### src/rtl/conv_accum.sv
// conv_accum
// ----------
// Window accumulator for the convolution engine. Each accepted product is
// added into a running sum through one shared 32-bit adder. After TAPS
// products the window sum is registered onto the output, together with a
// sticky carry-out flag, and offered over a valid/ready handshake.
//
// Ports
//   clk        rising-edge clock
//   rst_n      asynchronous active-low reset
//   flush      synchronous abort of the current window (also drops a held result)
//   in_valid   product available
//   in_ready   block can accept a product this cycle
//   in_data    unsigned product, WIDTH bits
//   out_valid  window result available
//   out_ready  consumer accepts the result
//   out_data   window sum modulo 2^WIDTH
//   out_ovf    at least one carry-out occurred while summing this window
//   tap_cnt    products accepted so far in the current window
module conv_accum #(
  parameter int WIDTH = 32,
  parameter int TAPS  = 9,
  parameter int CNT_W = 8
) (
  input  logic             clk,
  input  logic             rst_n,
  input  logic             flush,
  input  logic             in_valid,
  output logic             in_ready,
  input  logic [WIDTH-1:0] in_data,
  output logic             out_valid,
  input  logic             out_ready,
  output logic [WIDTH-1:0] out_data,
  output logic             out_ovf,
  output logic [CNT_W-1:0] tap_cnt
);

  typedef enum logic [1:0] {
    S_IDLE  = 2'd0,
    S_ACCUM = 2'd1,
    S_HOLD  = 2'd2
  } state_t;

  state_t             state_q, state_d;
  logic [WIDTH-1:0]   acc_q, acc_d;
  logic               ovf_q, ovf_d;
  logic [CNT_W-1:0]   cnt_q, cnt_d;
  logic               out_valid_q, out_valid_d;
  logic [WIDTH-1:0]   out_data_q, out_data_d;
  logic               out_ovf_q, out_ovf_d;

  logic               in_ready_s;
  logic               accept_s;
  logic               first_s;
  logic               consume_s;
  logic [WIDTH-1:0]   add_a_s;
  logic [WIDTH-1:0]   sum_s;
  logic               carry_s;
  logic               ovf_new_s;
  logic [CNT_W-1:0]   cnt_inc_s;
  logic               last_s;

  // A held result blocks new input unless it is being consumed this cycle,
  // which lets the next window start with no bubble.
  assign in_ready_s = (state_q != S_HOLD) | out_ready;
  assign accept_s   = in_valid & in_ready_s;
  assign consume_s  = (state_q == S_HOLD) & out_ready;

  // Outside ACCUM the accepted tap opens a new window: the adder's A input is
  // forced to zero so the product passes straight through and its carry is
  // meaningless.
  assign first_s   = (state_q != S_ACCUM);
  assign add_a_s   = first_s ? {WIDTH{1'b0}} : acc_q;
  assign {carry_s, sum_s} = {1'b0, add_a_s} + {1'b0, in_data};
  assign ovf_new_s = first_s ? 1'b0 : (ovf_q | carry_s);
  assign cnt_inc_s = first_s ? CNT_W'(1) : (cnt_q + CNT_W'(1));
  assign last_s    = (cnt_inc_s == CNT_W'(TAPS));

  // Next-state and datapath update: flush wins, otherwise consume then accept.
  always_comb begin
    state_d     = state_q;
    acc_d       = acc_q;
    ovf_d       = ovf_q;
    cnt_d       = cnt_q;
    out_valid_d = out_valid_q;
    out_data_d  = out_data_q;
    out_ovf_d   = out_ovf_q;

    if (flush) begin
      state_d     = S_IDLE;
      acc_d       = {WIDTH{1'b0}};
      ovf_d       = 1'b0;
      cnt_d       = {CNT_W{1'b0}};
      out_valid_d = 1'b0;
    end else begin
      case (state_q)
        S_HOLD: begin
          if (consume_s) begin
            out_valid_d = 1'b0;
            state_d     = S_IDLE;
          end else begin
            state_d     = S_HOLD;
          end
        end
        S_IDLE, S_ACCUM: begin
          state_d = state_q;
        end
        default: begin
          state_d = S_IDLE;
        end
      endcase

      if (accept_s) begin
        acc_d = sum_s;
        ovf_d = ovf_new_s;
        // TAPS >= 2, so the completing tap is never a window's first tap.
        if (last_s) begin
          out_data_d  = sum_s;
          out_ovf_d   = ovf_new_s;
          out_valid_d = 1'b1;
          cnt_d       = {CNT_W{1'b0}};
          state_d     = S_HOLD;
        end else begin
          cnt_d   = cnt_inc_s;
          state_d = S_ACCUM;
        end
      end else begin
        acc_d = acc_d;
      end
    end
  end

  // State and datapath registers.
  always_ff @(posedge clk or negedge rst_n) begin
    if (!rst_n) begin
      state_q     <= S_IDLE;
      acc_q       <= {WIDTH{1'b0}};
      ovf_q       <= 1'b0;
      cnt_q       <= {CNT_W{1'b0}};
      out_valid_q <= 1'b0;
      out_data_q  <= {WIDTH{1'b0}};
      out_ovf_q   <= 1'b0;
    end else begin
      state_q     <= state_d;
      acc_q       <= acc_d;
      ovf_q       <= ovf_d;
      cnt_q       <= cnt_d;
      out_valid_q <= out_valid_d;
      out_data_q  <= out_data_d;
      out_ovf_q   <= out_ovf_d;
    end
  end

  assign in_ready  = in_ready_s;
  assign out_valid = out_valid_q;
  assign out_data  = out_data_q;
  assign out_ovf   = out_ovf_q;
  assign tap_cnt   = cnt_q;

endmodule

### config.mk
export PLATFORM = sky130hd
export DESIGN_NAME = conv_accum
export DESIGN_NICKNAME = d
export VERILOG_FILES = /design/src/rtl/conv_accum.sv
export SDC_FILE = /design/constraint.sdc
export NUM_CORES = 1
export LEC_CHECK = 0
export CAP_MARGIN = 20
export CORE_ASPECT_RATIO = 2
export CORE_UTILIZATION = 50
export CTS_CLUSTER_DIAMETER = 150
export DETAILED_ROUTE_END_ITERATION = 6
export PLACE_DENSITY = 0.77
export SYNTH_ARGS = -nofsm -noshare
export SYNTH_HDL_FRONTEND = slang
export SYNTH_SLANG_ARGS = --single-unit
### constraint.sdc
create_clock -name clk -period 3.4 [get_ports clk]
set_input_delay 0.51 -clock clk [delete_from_list [all_inputs] [get_ports clk]]
set_output_delay 0.51 -clock clk [all_outputs]
set_load 0.1 [all_outputs]
==> After elaboration in Yosys (flattened, before gate mapping) <==
Cells that the tools add are included.
{ "word_totals": {"regBits": 77, "latchBits": 0, "mem_bits_rw": 0, "romBits": 0, "inputBits": 37, "out_inout_bits": 43, "word_cells": 44, "mem_count": 0} }
{ "classes": {"n_addsub": 2, "n_mul": 0, "div": 0, "n_lt_le_gt_ge": 0, "n_eq_ne": 6, "n_shift": 0, "muxes": 20, "bitwise_logic": 5, "n_reduce_logical": 4} }
{ "op_table": {"columns": ["operator", "n"], "rows": [
  ["2-to-1 mux 32 bit", 3],
  ["adder 32 x 32 -> 33 bit", 1],
  ["2-to-1 mux 8 bit", 4],
  ["adder 8 x 1 -> 8 bit, second input constant", 1],
  ["equality test 8 x 4 -> 1 bit, second input constant", 1],
  ["2-to-1 mux 1 bit", 8],
  ["2-to-1 mux 2 bit", 4],
  ["case mux 2 bit (2 select lines)", 1],
  ["!= test 3 bit, second input constant", 1],
  ["AND reduction 3 bit", 1],
  ["bitwise AND 1 bit", 2],
  ["equality test 2 x 1 -> 1 bit, second input constant", 1],
  ["equality test 2 bit, second input constant", 1],
  ["zero test 2 bit", 1],
  ["!= test 2 x 1 -> 1 bit, second input constant", 1],
  ["!= test 2 bit, second input constant", 1],
  ["OR 1 bit", 2],
  ["nonzero test 2 bit", 1],
  ["OR reduction 2 bit", 1],
  ["NOT 1 bit", 1]
]} }

==> Logic depth before layout (Yosys ltp) <==
Gate-level depths: netlist of run 1.
{ "depth": {"depth_word": 7, "mapped_depth": 13, "ltp_nobuf": 12} }

==> Worst setup path after synthesis of run 1 <==
No wires, ideal clock.
{ "synth_path": {"kind": "reg-to-reg", "start": "reg state_q[1]", "end": "reg acc_q[30]", "setup_time_ps": 69, "arrival_ps": 3119, "required_time_ps": 3331, "path_slack_ps": 212, "path_stages_with_launch": 13, "n_path_buf": 2, "period_less_slack_ps": 3188, "cell_sequence": "dfrtp_1 > nor2b_1 > clkbuf_1 > clkbuf_1 > nand2_1 > fa_1 > and2b_2 > o2111ai_4 > a2111oi_4 > nor3_2 > o221a_4 > or4_1 > nand3_1"} }
{ "synth_between": {"elab_chain_len": 5, "word_cells_on_any_way": 9, "classes_between": "add/sub (1); eq/ne (2); mux (3); bitwise (2); reduce/logical (1)"} }
{ "synth_lines": {"columns": ["item", "line", "text"], "rows": [
  ["start, declared", "44", "state_t state_q, state_d;"],
  ["start signal, assigned", "144", "state_q <= state_d;"],
  ["!= test 2 x 1 -> 1 bit", "72", "assign first_s = (state_q != S_ACCUM);"],
  ["2-to-1 mux 32 bit", "73", "assign add_a_s = first_s ? {WIDTH{1'b0}} : acc_q;"],
  ["adder 32 x 32 -> 33 bit", "74", "assign {carry_s, sum_s} = {1'b0, add_a_s} + {1'b0, in_data};"],
  ["2-to-1 mux 32 bit", "113", "if (accept_s) begin"],
  ["2-to-1 mux 32 bit", "89", "if (flush) begin"],
  ["end signal, assigned", "137", "acc_q <= {WIDTH{1'b0}};"],
  ["end, declared", "45", "logic [WIDTH-1:0] acc_q, acc_d;"]
]} }
Parallel ways exist; a longest one is shown, timed or not. The select of a mux whose other input is x is not followed.
A chain may end at the register's enable or synchronous reset.

==> Worst setup path after layout of run 1 <==
Same ends and word-level chain as after synthesis.

==> flow_metrics.tcl, run 1 <==
set metrics [dict create \
    syn_avg_cell_area_sq_um 8.68 \
    portBuffers 79 \
    io_pins 80 \
    fin_setup_tns_ns 0 \
    critPathBufInv 1 \
    synth_edf_count 0 \
    synth_compound_gate_area_share 0.226 \
    fillers 916 \
    yosys.area.top_type_share 0.366 \
    endpoint_kind "flip-flop" \
    r2r_slack_ns 0.23 \
    synth_top_family_by_area "compound AO/OA/AOI/OAI gates" \
    synth-simple-area-share 0.213 \
    numClockSinks 77 \
    relSlewSlack 0.324 \
    skew_ns 0.0103 \
    dr_total_vias 4918 \
    place_ws_ns 0.0456 \
    ys.flop_type "dfrtp_1" \
    final-hold-violation-count 0 \
    async_flop_share 1.00 \
    dr.pass1.iters 5 \
    core_sq_um 10100 \
    nNetsFinal 754 \
    drt_iter0_markers 296 \
    cpLargestDelayFamily "simple AND/OR/NAND/NOR gates" \
    cp_num_cells 11 \
    final_layout_size_suffix_gt1_frac 0.102 \
    yosysUniqueCellTypes 64 \
    setup_viol 0 \
    die_area_sq_um 11000 \
    drc 0 \
    drv_cap 0 \
    layout_common_cells "91 x nand2_1, 77 x dfrtp_1, 75 x clkdlybuf4s50_1, 60 x a21oi_1, 45 x o21ai_0" \
    grt_pass1_wl_um 24800 \
    ys_ff_latch 77 \
    path_clk_slew_ns 0.06 \
    drv_slew 0 \
    ant_nets 0 \
    tightest_slew_ns 1.01 \
    finalCriticalPeriod_ns 3.17 \
    syn-cell-area_sq_um 5270 \
    grt.total_usage 0.299 \
    antenna_cells 0 \
    ir_drop_v 0.000282 \
    syn_inst 607 \
    arrival_ns 3.44 \
    setup_slack_ns 0.232 \
    critPathMaxStageDelay_ns 0.45 \
    grt_max_degree 78 \
    hold_class "in2async" \
    p_per_area_nw_per_um2 363 \
    rsz0062_at_grt "no" \
    hpwl_um 11800 \
    cts-root-buf "clkbuf_16" \
    yosysTopAreaCell "dfrtp_1" \
    yosys_warnings 0 \
    synth_area_leaders "dfrtp_1 37%, ha_1 7.8%, nand2_1 6.5%" \
    synth-adder-area-share 0.0822 \
    synth_xor_area_frac 0.0466 \
    grt_pass1_vias 4979 \
    status "complete, no violations" \
    fmax_mhz 316 \
    cts-hold-fix-buffers 0 \
    postCtsSetupRepairBufs 0 \
    synthToLayoutAreaGrowth_pct 24.0 \
    htree_levels 3 \
    antenna_found_initial 0 \
    die_w_um 74.6 \
    synth_nets 678 \
    critPathRequiredTime_ns 3.68 \
    drt-total-wl_um 15600 \
    route.detailed.wl_per_inst_um 18.9 \
    die_h_um 147 \
    final_common_cell "nand2_1" \
    synthMuxAreaShare 0.0340 \
    startpoint_type "flip-flop" \
    p_leak_nw 2.91 \
    crit_chain "nor2b_2 > buf_4 > nand2_1 > fa_1 > and2b_2 > o2111ai_4 > a2111oi_4 > nor3_2 > o221a_4 > or4_1 > nand3_1" \
    crit_type "reg2reg" \
    rows 52 \
    design_power_total_mw 2.37 \
    post_cts_resized 0 \
    crit_fanout 18 \
    fin_crit_sh 0.932 \
    clk_latency_ns 0.34 \
    cts-buffers-inserted 9 \
    overflow 0 \
    cts_tree "yes" \
    utilization 0.643 \
    crit_path_top_delay_cell "a2111oi_4" \
    worstRegToRegCells 11 \
    gp_congestion 0.973 \
    vias_per_cell 5.98 \
    seq_area_frac_synth 0.366 \
    cts_buffer_depth 2 \
    start_util 0.519 \
]
==> registers in the layout (all words and copies together), names as in the netlist <==
register / cells
acc_q: 32
out_valid: 1
out_ovf: 1
state_q: 2
out_data: 32
ovf_q: 1
tap_cnt: 8
==> layout make-up <==
| cell class | count | area, sq um | area share |
|---|---|---|---|
| Multi-Input combinational cell | 486 | 3180 | 0.486 |
| Sequential cell | 77 | 1930 | 0.295 |
| Timing Repair Buffer | 99 | 931 | 0.143 |
| Clock buffer | 10 | 229 | 0.0351 |
| Tap cell | 135 | 169 | 0.0259 |
| Clock inverter | 6 | 61.3 | 0.00939 |
| Inverter | 10 | 37.5 | 0.00575 |
==> logic make-up (layout without fill, tap and decap cells) <==
family | Yosys count | after routing
adder cells (fa/ha/maj) | 34 | 34
buffers and inverters | 44 | 125
multiplexers | 16 | 16
AND/OR/NAND/NOR | 228 | 228
flip-flops | 77 | 77
AO/OA/AOI/OAI | 180 | 180
XOR/XNOR | 28 | 28
==> cell usage after synthesis (4+ instances only) <==
| master | number |
|---|---|
| and2_1 | 36 |
| o21ai_0 | 45 |
| a211oi_1 | 6 |
| ha_1 | 33 |
| nand2_1 | 91 |
| o21ai_1 | 6 |
| a21o_1 | 9 |
| inv_1 | 10 |
| o21a_1 | 4 |
| nand3_1 | 11 |
| xnor2_1 | 16 |
| dfrtp_1 | 77 |
| nand4_1 | 11 |
| a31oi_1 | 6 |
| a21oi_1 | 60 |
| mux2_2 | 15 |
| xor2_1 | 12 |
| nor2b_1 | 4 |
| o31ai_1 | 4 |
| nor3_1 | 13 |
| nor2_1 | 31 |
| clkbuf_1 | 29 |
| o211ai_1 | 4 |
| and3_1 | 9 |
| buf_2 | 5 |
| nor3b_1 | 4 |
==> path summary, 6_finish.rpt <==
path	to	start
setup / recovery	acc_q[30]$_DFFE_PN0P_	state_q[1]$_DFFE_PN0P_
hold / removal	acc_q[19]$_DFFE_PN0P_	rst_n
setup reg to reg	acc_q[30]$_DFFE_PN0P_	state_q[1]$_DFFE_PN0P_
hold reg to reg	acc_q[19]$_DFFE_PN0P_	acc_q[19]$_DFFE_PN0P_
max in group asynchronous	tap_cnt[3]$_DFFE_PN0P_	rst_n
min in group clk	acc_q[19]$_DFFE_PN0P_	acc_q[19]$_DFFE_PN0P_
==> per-stage QoR <==
stage / instance area (sq um) / hold WS (ns) / cells
detailed placement: 6240 / 0.463 / 807
global route: 6530 / 0.423 / 823
floorplan: 5270 / 0.214 / 607
CTS: 6530 / 0.384 / 823
global placement: 6240 / 0.458 / 807
finish: 6530 / 0.338 / 823
==> layer usage <==
metal  vias to the layer above  wire [um]  part of all wire  GRT usage
met5                         -          0                 0          0
met4                         0        776             0.050      0.168
met3                        49        653             0.042     0.0425
met2                       175       8370              0.54      0.536
met1                      2372       5790              0.37      0.321
li1                       2322          -                 -          -
==> where the power goes <==
group	internal [mW]	switching [mW]	leakage (nW)	total, mW
clock network	0.568	0.391	0.143	0.959
registers	0.947	0.0174	1.05	0.965
logic	0.172	0.274	1.72	0.446
(Power assumes the default switching activity.)
==> run 2, diff against run 1 <==
Settings changed: SETUP_SLACK_MARGIN set to 0.3.
==> run 2 against run 1 <==
Compared with the run above: combinational power up 7.4%; design area up 4.4%; critical path depth up 1; fmax up 3.1%; utilization up 2.9 points; global-route usage up 0.85 points; largest power group is now clock; highest routed layer unchanged.
==> flow_metrics.tcl, run 2 (synthesized netlist as in run 1, its figures left out) <==
set metrics [dict create \
    drv_cap 0 \
    relSlewSlack 0.332 \
    die_w_um 74.6 \
    crit_path_top_delay_cell "a2111oi_4" \
    rsz0062_at_grt "yes" \
    grt_max_degree 78 \
    drt_iter0_markers 323 \
    layout_common_cells "89 x nand2_1, 77 x dfrtp_1, 75 x clkdlybuf4s50_1, 57 x a21oi_1, 43 x o21ai_0" \
    endpoint_kind "flip-flop" \
    crit_fanout 5 \
    core_sq_um 10100 \
    critPathRequiredTime_ns 3.68 \
    fmax_mhz 325 \
    fin_setup_tns_ns 0 \
    cts-buffers-inserted 9 \
    drt-total-wl_um 16000 \
    arrival_ns 3.35 \
    grt.total_usage 0.308 \
    drc 0 \
    switching_share 0.278 \
    cts_tree "yes" \
    placedCellCount 808 \
    htree_levels 3 \
    antenna_found_initial 0 \
    fillers 867 \
    dr.pass1.iters 5 \
    clk_latency_ns 0.34 \
    final_layout_size_suffix_gt1_frac 0.149 \
    hpwl_um 11800 \
    power_frac_comb 0.191 \
    cts_buffer_depth 2 \
    power.switching_mw 0.696 \
    cpLargestDelayFamily "simple AND/OR/NAND/NOR gates" \
    ant_nets 0 \
    drv_slew 0 \
    hold_class "in2async" \
    route.detailed.wl_per_inst_um 19.2 \
    worstRegToRegCells 12 \
    status "complete, no violations" \
    vias_per_cell 6.06 \
    grt_pass1_vias 5149 \
    cts-hold-fix-buffers 0 \
    die_h_um 147 \
    io_pins 80 \
    numClockSinks 77 \
    skew_ns 0.00902 \
    design_area_sq_um 6820 \
    utilization 0.672 \
    grt_pass1_wl_um 25400 \
    path_clk_slew_ns 0.07 \
    final_common_cell "nand2_1" \
    setup_viol 0 \
    dr_total_vias 5048 \
    place_area_sq_um 6260 \
    place_ws_ns 0.0485 \
    startpoint_type "flip-flop" \
    whs_ns 0.0866 \
    synthToLayoutAreaGrowth_pct 29.5 \
    seq_power_share 0.385 \
    cp_num_cells 12 \
    fin_crit_sh 0.904 \
    overflow 0 \
    stdcell_count 833 \
    rows 52 \
    clkPwrFrac 0.424 \
    die_area_sq_um 11000 \
    antenna_cells 0 \
    p_leak_nw 2.99 \
    p_per_area_nw_per_um2 367 \
    portBuffers 79 \
    crit_chain "nor2b_4 > and2_4 > ha_4 > inv_2 > fa_2 > and2b_2 > o2111ai_4 > a2111oi_4 > nor3_4 > o221a_4 > or4_1 > nand3_1" \
    critPathBufInv 1 \
    p_int_mw 1.81 \
    crit_type "reg2reg" \
    design_power_total_mw 2.50 \
    gp_congestion 0.975 \
    ir_drop_v 0.000349 \
    final-hold-violation-count 0 \
    critPathMaxStageDelay_ns 0.48 \
    nNetsFinal 764 \
    finalCriticalPeriod_ns 3.07 \
    cts-root-buf "clkbuf_16" \
    setup_slack_ns 0.327 \
    tightest_slew_ns 0.998 \
    start_util 0.519 \
]
-- run 2: cell types whose count changed in the layout (fill, tap and decap cells not counted), moves of 3 or more --
| cell | delta |
|---|---|
| clkinv_2 | -3 |
| a21oi_1 | -3 |
| buf_4 | +7 |
| ha_4 | +4 |
| ha_2 | +6 |
| a21oi_2 | +3 |
| ha_1 | -10 |
-- run 2: path summary, 6_finish.rpt --
| path | from | endpoint | slack (ns) |
|---|---|---|---|
| min in group clk | out_data[13]$_DFFE_PN0P_ | out_data[13]$_DFFE_PN0P_ | 0.48 |
| worst max-delay path | state_q[1]$_DFFE_PN0P_ | acc_q[30]$_DFFE_PN0P_ | 0.33 |
| worst min-delay path | rst_n | out_data[19]$_DFFE_PN0P_ | 0.09 |
| worst min register to register | out_data[13]$_DFFE_PN0P_ | out_data[13]$_DFFE_PN0P_ | 0.48 |
| max in group asynchronous | rst_n | tap_cnt[2]$_DFFE_PN0P_ | 2.72 |
| worst max register to register | state_q[1]$_DFFE_PN0P_ | acc_q[30]$_DFFE_PN0P_ | 0.33 |
-- run 2: routing by layer --
| layer | up-vias | global-route usage | share of wire |
|---|---|---|---|
| li1 | 2358 | - | - |
| met1 | 2437 | 0.332 | 0.36 |
| met2 | 191 | 0.553 | 0.54 |
| met3 | 62 | 0.0514 | 0.037 |
| met4 | 0 | 0.155 | 0.054 |
| met5 | - | 0 | 0 |
-- run 2: power groups by stage --
| stage | Sequential (mW) | Clock, mW | Combinational [mW] |
|---|---|---|---|
| after global placement | 0.979 | 0 | 0.433 |
| after CTS | 0.963 | 1.08 | 0.445 |
| final | 0.963 | 1.06 | 0.479 |
| after global routing | 0.967 | 1.12 | 0.521 |
| after detailed placement | 0.980 | 0 | 0.441 |
| after floorplan | 0.984 | 0 | 0.268 |
-- run 2: timing repair --
action | 4_1_cts | 5_1_grt
resized for setup | 2 | 33
buffers inserted | 0 | 8
gates cloned | 0 | 0
endpoints found under the setup margin | 4 | 24
pin swaps | 1 | 9
-- run 2: layout make-up --
type,count,area [sq um],share of cell area
inverter,10,37.5,0.00550
tap,135,169,0.0248
clock inverter,6,93.8,0.0138
clock buffer,10,239,0.0350
multi-input combinational,486,3310,0.485
sequential,77,1930,0.282
timing repair buffer,109,1050,0.153
==> run 3, diff against run 2 <==
Settings changed: ABC_AREA set to 0.
==> results of run 3 <==
The final DEF is identical to that of run 2; final timing and power are the same.
